[config.mk]
export PLATFORM = sky130hd
export DESIGN_NAME = proc_param
export DESIGN_NICKNAME = d
export VERILOG_FILES = /design/src/rtl/proc_param.sv
export SDC_FILE = /design/constraint.sdc
export NUM_CORES = 1
export LEC_CHECK = 0
export CORE_MARGIN = 3
export CORE_UTILIZATION = 60
export CTS_CLUSTER_DIAMETER = 40
export DETAILED_ROUTE_END_ITERATION = 8
export HOLD_SLACK_MARGIN = 0.1
export PLACE_DENSITY = 0.8
export SETUP_SLACK_MARGIN = 0.3
export SLEW_MARGIN = 20
export SYNTH_ARGS = -nofsm -noshare
export SYNTH_HDL_FRONTEND = slang
export SYNTH_SLANG_ARGS = --single-unit
[constraint.sdc]
create_clock -name Clock -period 5.7 [get_ports Clock]
set_input_delay 1.71 -clock Clock [delete_from_list [all_inputs] [get_ports Clock]]
set_output_delay 1.71 -clock Clock [all_outputs]
set_load 0.02 [all_outputs]
[src/rtl/proc_param.sv]
// Multi-cycle register-machine datapath: 8 GPRs, A/G staging registers and a
// four-state (T0..T3) sequencer executing mv, mvt and six ALU opcodes.
module proc_param #(
    parameter int WIDTH = 16
) (
    input  logic             Clock,
    input  logic             Reset,
    input  logic [WIDTH-1:0] DIN,
    input  logic             Run,
    output logic             Done,
    output logic             Busy,
    output logic [2:0]       Flags,
    input  logic [2:0]       DbgSel,
    output logic [WIDTH-1:0] DbgData
);

    typedef enum logic [1:0] {
        T0,
        T1,
        T2,
        T3
    } state_e;

    typedef enum logic [2:0] {
        OP_MV  = 3'b000,
        OP_MVT = 3'b001,
        OP_ADD = 3'b010,
        OP_SUB = 3'b011,
        OP_AND = 3'b100,
        OP_OR  = 3'b101,
        OP_XOR = 3'b110,
        OP_CMP = 3'b111
    } op_e;

    state_e           state_q, state_d;
    logic [15:0]      ir_q, ir_d;
    logic [WIDTH-1:0] a_q, a_d;
    logic [WIDTH-1:0] g_q, g_d;
    logic [2:0]       flags_q, flags_d;
    logic [WIDTH-1:0] regs_q [8];
    logic [WIDTH-1:0] regs_d [8];

    // Instruction field decode from the held instruction register.
    op_e              op;
    logic             imm_mode;
    logic [2:0]       rx;
    logic [2:0]       ry;
    logic             is_move;
    logic [WIDTH-1:0] operand_b;
    logic [WIDTH-1:0] mvt_value;

    assign op        = op_e'(ir_q[15:13]);
    assign imm_mode  = ir_q[12];
    assign rx        = ir_q[11:9];
    assign ry        = ir_q[2:0];
    assign is_move   = (op == OP_MV) || (op == OP_MVT);
    assign operand_b = imm_mode ? {{(WIDTH-9){ir_q[8]}}, ir_q[8:0]} : regs_q[ry];
    assign mvt_value = {ir_q[7:0], {(WIDTH-8){1'b0}}};

    // Only DIN[15:0] carries the instruction; wider words are accepted and dropped.
    if (WIDTH > 16) begin : g_din_hi
        logic unused_din_hi;
        assign unused_din_hi = ^DIN[WIDTH-1:16];
    end

    // ALU: sum is one bit wider so the carry-out falls out of the adder.
    logic [WIDTH:0]   sum;
    logic [WIDTH-1:0] alu_res;
    logic             alu_c;

    // NOTE: every signal written in an always_comb gets a default on entry so
    // no path can leave it unassigned and infer a latch.
    always_comb begin
        sum     = '0;
        alu_res = '0;
        alu_c   = 1'b0;
        case (op)
            OP_ADD: begin
                sum     = {1'b0, a_q} + {1'b0, operand_b};
                alu_res = sum[WIDTH-1:0];
                alu_c   = sum[WIDTH];
            end
            OP_SUB, OP_CMP: begin
                sum     = {1'b0, a_q} + {1'b0, ~operand_b} + {{WIDTH{1'b0}}, 1'b1};
                alu_res = sum[WIDTH-1:0];
                alu_c   = sum[WIDTH];
            end
            OP_AND:  alu_res = a_q & operand_b;
            OP_OR:   alu_res = a_q | operand_b;
            OP_XOR:  alu_res = a_q ^ operand_b;
            default: alu_res = '0;
        endcase
    end

    // Sequencer and datapath next-state: at most one GPR write per cycle.
    always_comb begin
        state_d = state_q;
        ir_d    = ir_q;
        a_d     = a_q;
        g_d     = g_q;
        flags_d = flags_q;
        regs_d  = regs_q;
        case (state_q)
            T0: begin
                if (Run) begin
                    ir_d    = DIN[15:0];
                    state_d = T1;
                end
            end
            T1: begin
                if (is_move) begin
                    regs_d[rx] = (op == OP_MVT) ? mvt_value : operand_b;
                    state_d    = T0;
                end else begin
                    a_d     = regs_q[rx];
                    state_d = T2;
                end
            end
            T2: begin
                g_d     = alu_res;
                flags_d = {alu_res[WIDTH-1], (alu_res == '0), alu_c};
                state_d = T3;
            end
            T3: begin
                if (op != OP_CMP) begin
                    regs_d[rx] = g_q;
                end
                state_d = T0;
            end
            default: state_d = T0;
        endcase
    end

    // NOTE: sequential state uses non-blocking assignments only, so every flop
    // samples the pre-edge value of every other flop.
    always_ff @(posedge Clock) begin
        if (Reset) begin
            state_q <= T0;
            ir_q    <= '0;
            a_q     <= '0;
            g_q     <= '0;
            flags_q <= '0;
            // NOTE: the register file is architecturally visible and must read
            // zero after reset, so it is reset explicitly rather than left as RAM.
            for (int i = 0; i < 8; i++) begin
                regs_q[i] <= '0;
            end
        end else begin
            state_q <= state_d;
            ir_q    <= ir_d;
            a_q     <= a_d;
            g_q     <= g_d;
            flags_q <= flags_d;
            regs_q  <= regs_d;
        end
    end

    // Reset masks the state decode so a discarded instruction never signals completion.
    assign Done    = !Reset && (((state_q == T1) && is_move) || (state_q == T3));
    assign Busy    = !Reset && (state_q != T0);
    assign Flags   = flags_q;
    assign DbgData = regs_q[DbgSel];

endmodule

==> results.md <==
- Via count of the first global-routing pass: 10006
- Via count of the routed design: 10595
- Post-synth top area share: 30.5%
- Core Region: 0.0190 mm^2
- Hold WC Path Type: reg2reg
- Post-synthesis cell type count: 77
- Placed inst area: 0.0122 mm^2
- Cell types with the largest area share after synthesis: sky130_fd_sc_hd__dfxtp_1 31%, sky130_fd_sc_hd__mux4_2 15%, sky130_fd_sc_hd__nor2_1 8.9%
- Depth of the most critical reg-to-reg path: 15
- Most used DFF post-synth: sky130_fd_sc_hd__dfxtp_1
- IR Drop Worst-Case VDD: 0.228 mV
- Maximum operating frequency: 0.193 GHz
- Area enclosed by the die boundary: 0.0214 mm^2
- Synthesized area per cell: 8.76 um^2
- Worst Setup Start Kind: input port
- Share of the yosys chip area belonging to registers: 30.5%
- Post-synthesis cell count: 1348
- Critical hold path startpoint: Flags[0]
- Clock tree from TritonCTS: done
- Max-slew headroom at the worst pin: 37.9%
- Post-layout nets: 1389
- Worst min-delay path endpoint: Flags[0]
- Unrepaired setup endpoints after global routing: false
- Largest net degree at the start of global routing: 80
- Reg2Reg Setup Slack: 0.96 ns
- Critical path capture point type: output pin
- Ratio of routed vias to standard cells: 6.68
- Synthesis-stage register bit count: 180
- Hold violation total from the final report: 0
- Synth Net Count: 1423
- CP cell instances: buf_2 > buf_12 > mux4_2 > mux2_2 > clkdlybuf4s50_1
- Number of buffers created by CTS: 17
- Post-synthesis async set-or-reset flop share: 0%
- Aggregate global-route resource usage: 31.6%
- Iteration count of the initial detailed-routing pass: 5
- Worst setup skew after layout: 0.0131 ns
- Synth-to-layout area growth: 8.39%
- Clock Root Buffer: sky130_fd_sc_hd__clkbuf_16
- Number of port buffers: 42
- FP Rows: 50
- CTS-repair resized insts: 0
- CP required: 3.99 ns
- Post-synth EDFFs: 0
- Largest fanout on the critical path: 32
- Max H-tree Level: 4
- Final worst path period share: 90.8%
- RR Startpoint: ir_q[1]
- Total wire length: 34200 um
- # setup viols final: 0
- Number of routed nets with antenna violations: 0
- Shortest period the worst path allows: 5.18 ns
- Post-detailed-route wirelength per cell: 21.5 um
- Total negative slack: 0 ns
- Number of buffers on the longest clock path: 2
- Post-CTS repair timing setup buffer count: 0
- Total gr overflow: 0
- Depth of the worst hold-timing path: 2
- CTS clock-pin slew for the worst setup and hold paths: 0.08 ns
- Residual DRC: 0
- Die W: 146 um
- Antenna violations before repair: 1
- Sinks on Clock Net: 180
- Die Ht: 146 um
- Synth area leader: sky130_fd_sc_hd__dfxtp_1
- P_leak: 4.26 nW
- N_diodes: 0
- Data arrival time of the critical path: 3.47 ns
- Number of violations reported at the end of detailed-routing iteration 0: 1327
- Max-capacitance violation count: 0
- Post-detail-place hpwl: 23300 um
- Count of boundary I/O pins: 43
- Post-Syn Area: 0.0118 mm^2
- Number of max-slew violations in the final report: 0
- Critical Path Max Stage Delay: 0.55 ns
- Critical R2R Capture: Flags[1]
- Total of warnings raised by yosys: 0
- Worst skew pair latency: 0.44 ns
- Summed area of non-filler cells in the final layout: 0.0128 mm^2
- Result of the run: complete, no violations
- Power density cells: 237 mW/mm^2
- Slowest stage cell on the critical path: sky130_fd_sc_hd__clkdlybuf4s50_1
- Share of cells above drive strength 1: 14.8%
- GPL Wtd Cong: 0.967
- Initial Utilization: 62.1%
- # hold bufs at CTS: 0
- Pin slew with the least headroom to its limit: 0.932 ns
- First-pass GRT wire length: 54600 um
- Path type of the worst setup path: in2out
report_power, final:
part	total, W	internal, W	switching [W]
Combinational	0.000552	0.000205	0.000347
Sequential	0.00132	0.00128	0.0000383
Clock	0.00115	0.000580	0.000573
per-layer routing:
metal  global-route usage (%)  up-vias  wire, um
li1                         -     4828         -
met1                     43.7     5029     13700
met2                     49.7      651     15700
met3                     6.39       87      3790
met4                     10.7        0       978
met5                        0        -         0
synthesized netlist by cell type (4+ instances only):
cell type / number
sky130_fd_sc_hd__o21ai_0: 31
sky130_fd_sc_hd__a221o_1: 4
sky130_fd_sc_hd__buf_4: 9
sky130_fd_sc_hd__a22oi_1: 14
sky130_fd_sc_hd__a21oi_1: 132
sky130_fd_sc_hd__nor2b_1: 8
sky130_fd_sc_hd__o211ai_1: 7
sky130_fd_sc_hd__nand3_1: 6
sky130_fd_sc_hd__buf_1: 11
sky130_fd_sc_hd__mux2i_1: 38
sky130_fd_sc_hd__nand2b_1: 9
sky130_fd_sc_hd__a32oi_1: 5
sky130_fd_sc_hd__and3_1: 4
sky130_fd_sc_hd__nor3_1: 13
sky130_fd_sc_hd__o22ai_1: 12
sky130_fd_sc_hd__a211oi_1: 88
sky130_fd_sc_hd__and2_1: 10
sky130_fd_sc_hd__inv_1: 48
sky130_fd_sc_hd__nand2_1: 84
sky130_fd_sc_hd__a221oi_1: 10
sky130_fd_sc_hd__nor3b_1: 4
sky130_fd_sc_hd__buf_2: 21
sky130_fd_sc_hd__a22oi_2: 5
sky130_fd_sc_hd__a311oi_1: 6
sky130_fd_sc_hd__ha_1: 51
sky130_fd_sc_hd__mux4_2: 80
sky130_fd_sc_hd__xnor2_1: 8
sky130_fd_sc_hd__o21bai_1: 4
sky130_fd_sc_hd__nor2_1: 281
sky130_fd_sc_hd__dfxtp_1: 180
sky130_fd_sc_hd__clkbuf_1: 70
sky130_fd_sc_hd__a21oi_2: 9
sky130_fd_sc_hd__o21ai_1: 5
sky130_fd_sc_hd__mux2_2: 21
through the flow:
stage	setup WS [ns]	total power (W)	hold WS [ns]	cells	utilization [%]
after floorplan	0.582	0.00175	0.437	1348	-
after detailed placement	0.525	0.00189	0.494	1555	64.3
after global placement	0.558	0.00187	0.490	1555	64.2
after global routing	0.462	0.00314	0.524	1587	67.3
final	0.523	0.00303	0.497	1587	67.3
after CTS	0.522	0.00302	0.505	1587	67.2
critical path: cells and delay by family:
kind | cells | cell delay [ns]
buf+inv | 3 | 0.89
mux | 2 | 0.85
registers in the layout, summed over array words and instances (netlist names), named ones only:
| register | cells |
|---|---|
| state_q | 1 |
| a_q | 16 |
| regs_q | 128 |
| Flags | 2 |
| g_q | 16 |
| ir_q | 16 |
cells by family after synthesis:
logic type               synth area share (%)
AO/OA/AOI/OAI                            20.8
XOR/XNOR                                0.668
adder cells (fa/ha/maj)                  5.75
buffers and inverters                    5.76
flip-flops                               30.5
multiplexers                             20.5
AND/OR/NAND/NOR                          16.0
cell usage in the layout, fill, tap and decap left out, types with 12 or more instances in the layout:
cell,count
sky130_fd_sc_hd__mux2_2,21
sky130_fd_sc_hd__a22oi_1,14
sky130_fd_sc_hd__o22ai_1,12
sky130_fd_sc_hd__a21oi_1,132
sky130_fd_sc_hd__mux2i_1,38
sky130_fd_sc_hd__inv_1,48
sky130_fd_sc_hd__o21ai_0,31
sky130_fd_sc_hd__nand2_1,84
sky130_fd_sc_hd__ha_1,51
sky130_fd_sc_hd__mux4_2,80
sky130_fd_sc_hd__dfxtp_1,176
sky130_fd_sc_hd__nor2_1,281
sky130_fd_sc_hd__clkdlybuf4s50_1,39
sky130_fd_sc_hd__a211oi_1,88
sky130_fd_sc_hd__buf_4,17
sky130_fd_sc_hd__clkbuf_16,17
worst max path at each step:
stage | endpoint | cells past startpoint | start
2_1_floorplan | DbgData[9] | 5 | DbgSel[0]
3_3_place_gp | DbgData[2] | 5 | DbgSel[0]
3_5_place_dp | DbgData[10] | 5 | DbgSel[0]
4_1_cts | DbgData[10] | 5 | DbgSel[0]
5_1_grt | DbgData[10] | 5 | DbgSel[0]
6_report | DbgData[10] | 5 | DbgSel[0]
area by class of cell:
type                       count  area [um^2]
multi-input combinational   1007         7550
fill                        1521         6230
sequential                   180         3610
timing repair buffer          60          568
clock buffer                  18          429
tap                          260          325
inverter                      48          180
clock inverter                14          130
Note: power is estimated with default switching activity, not from simulation.
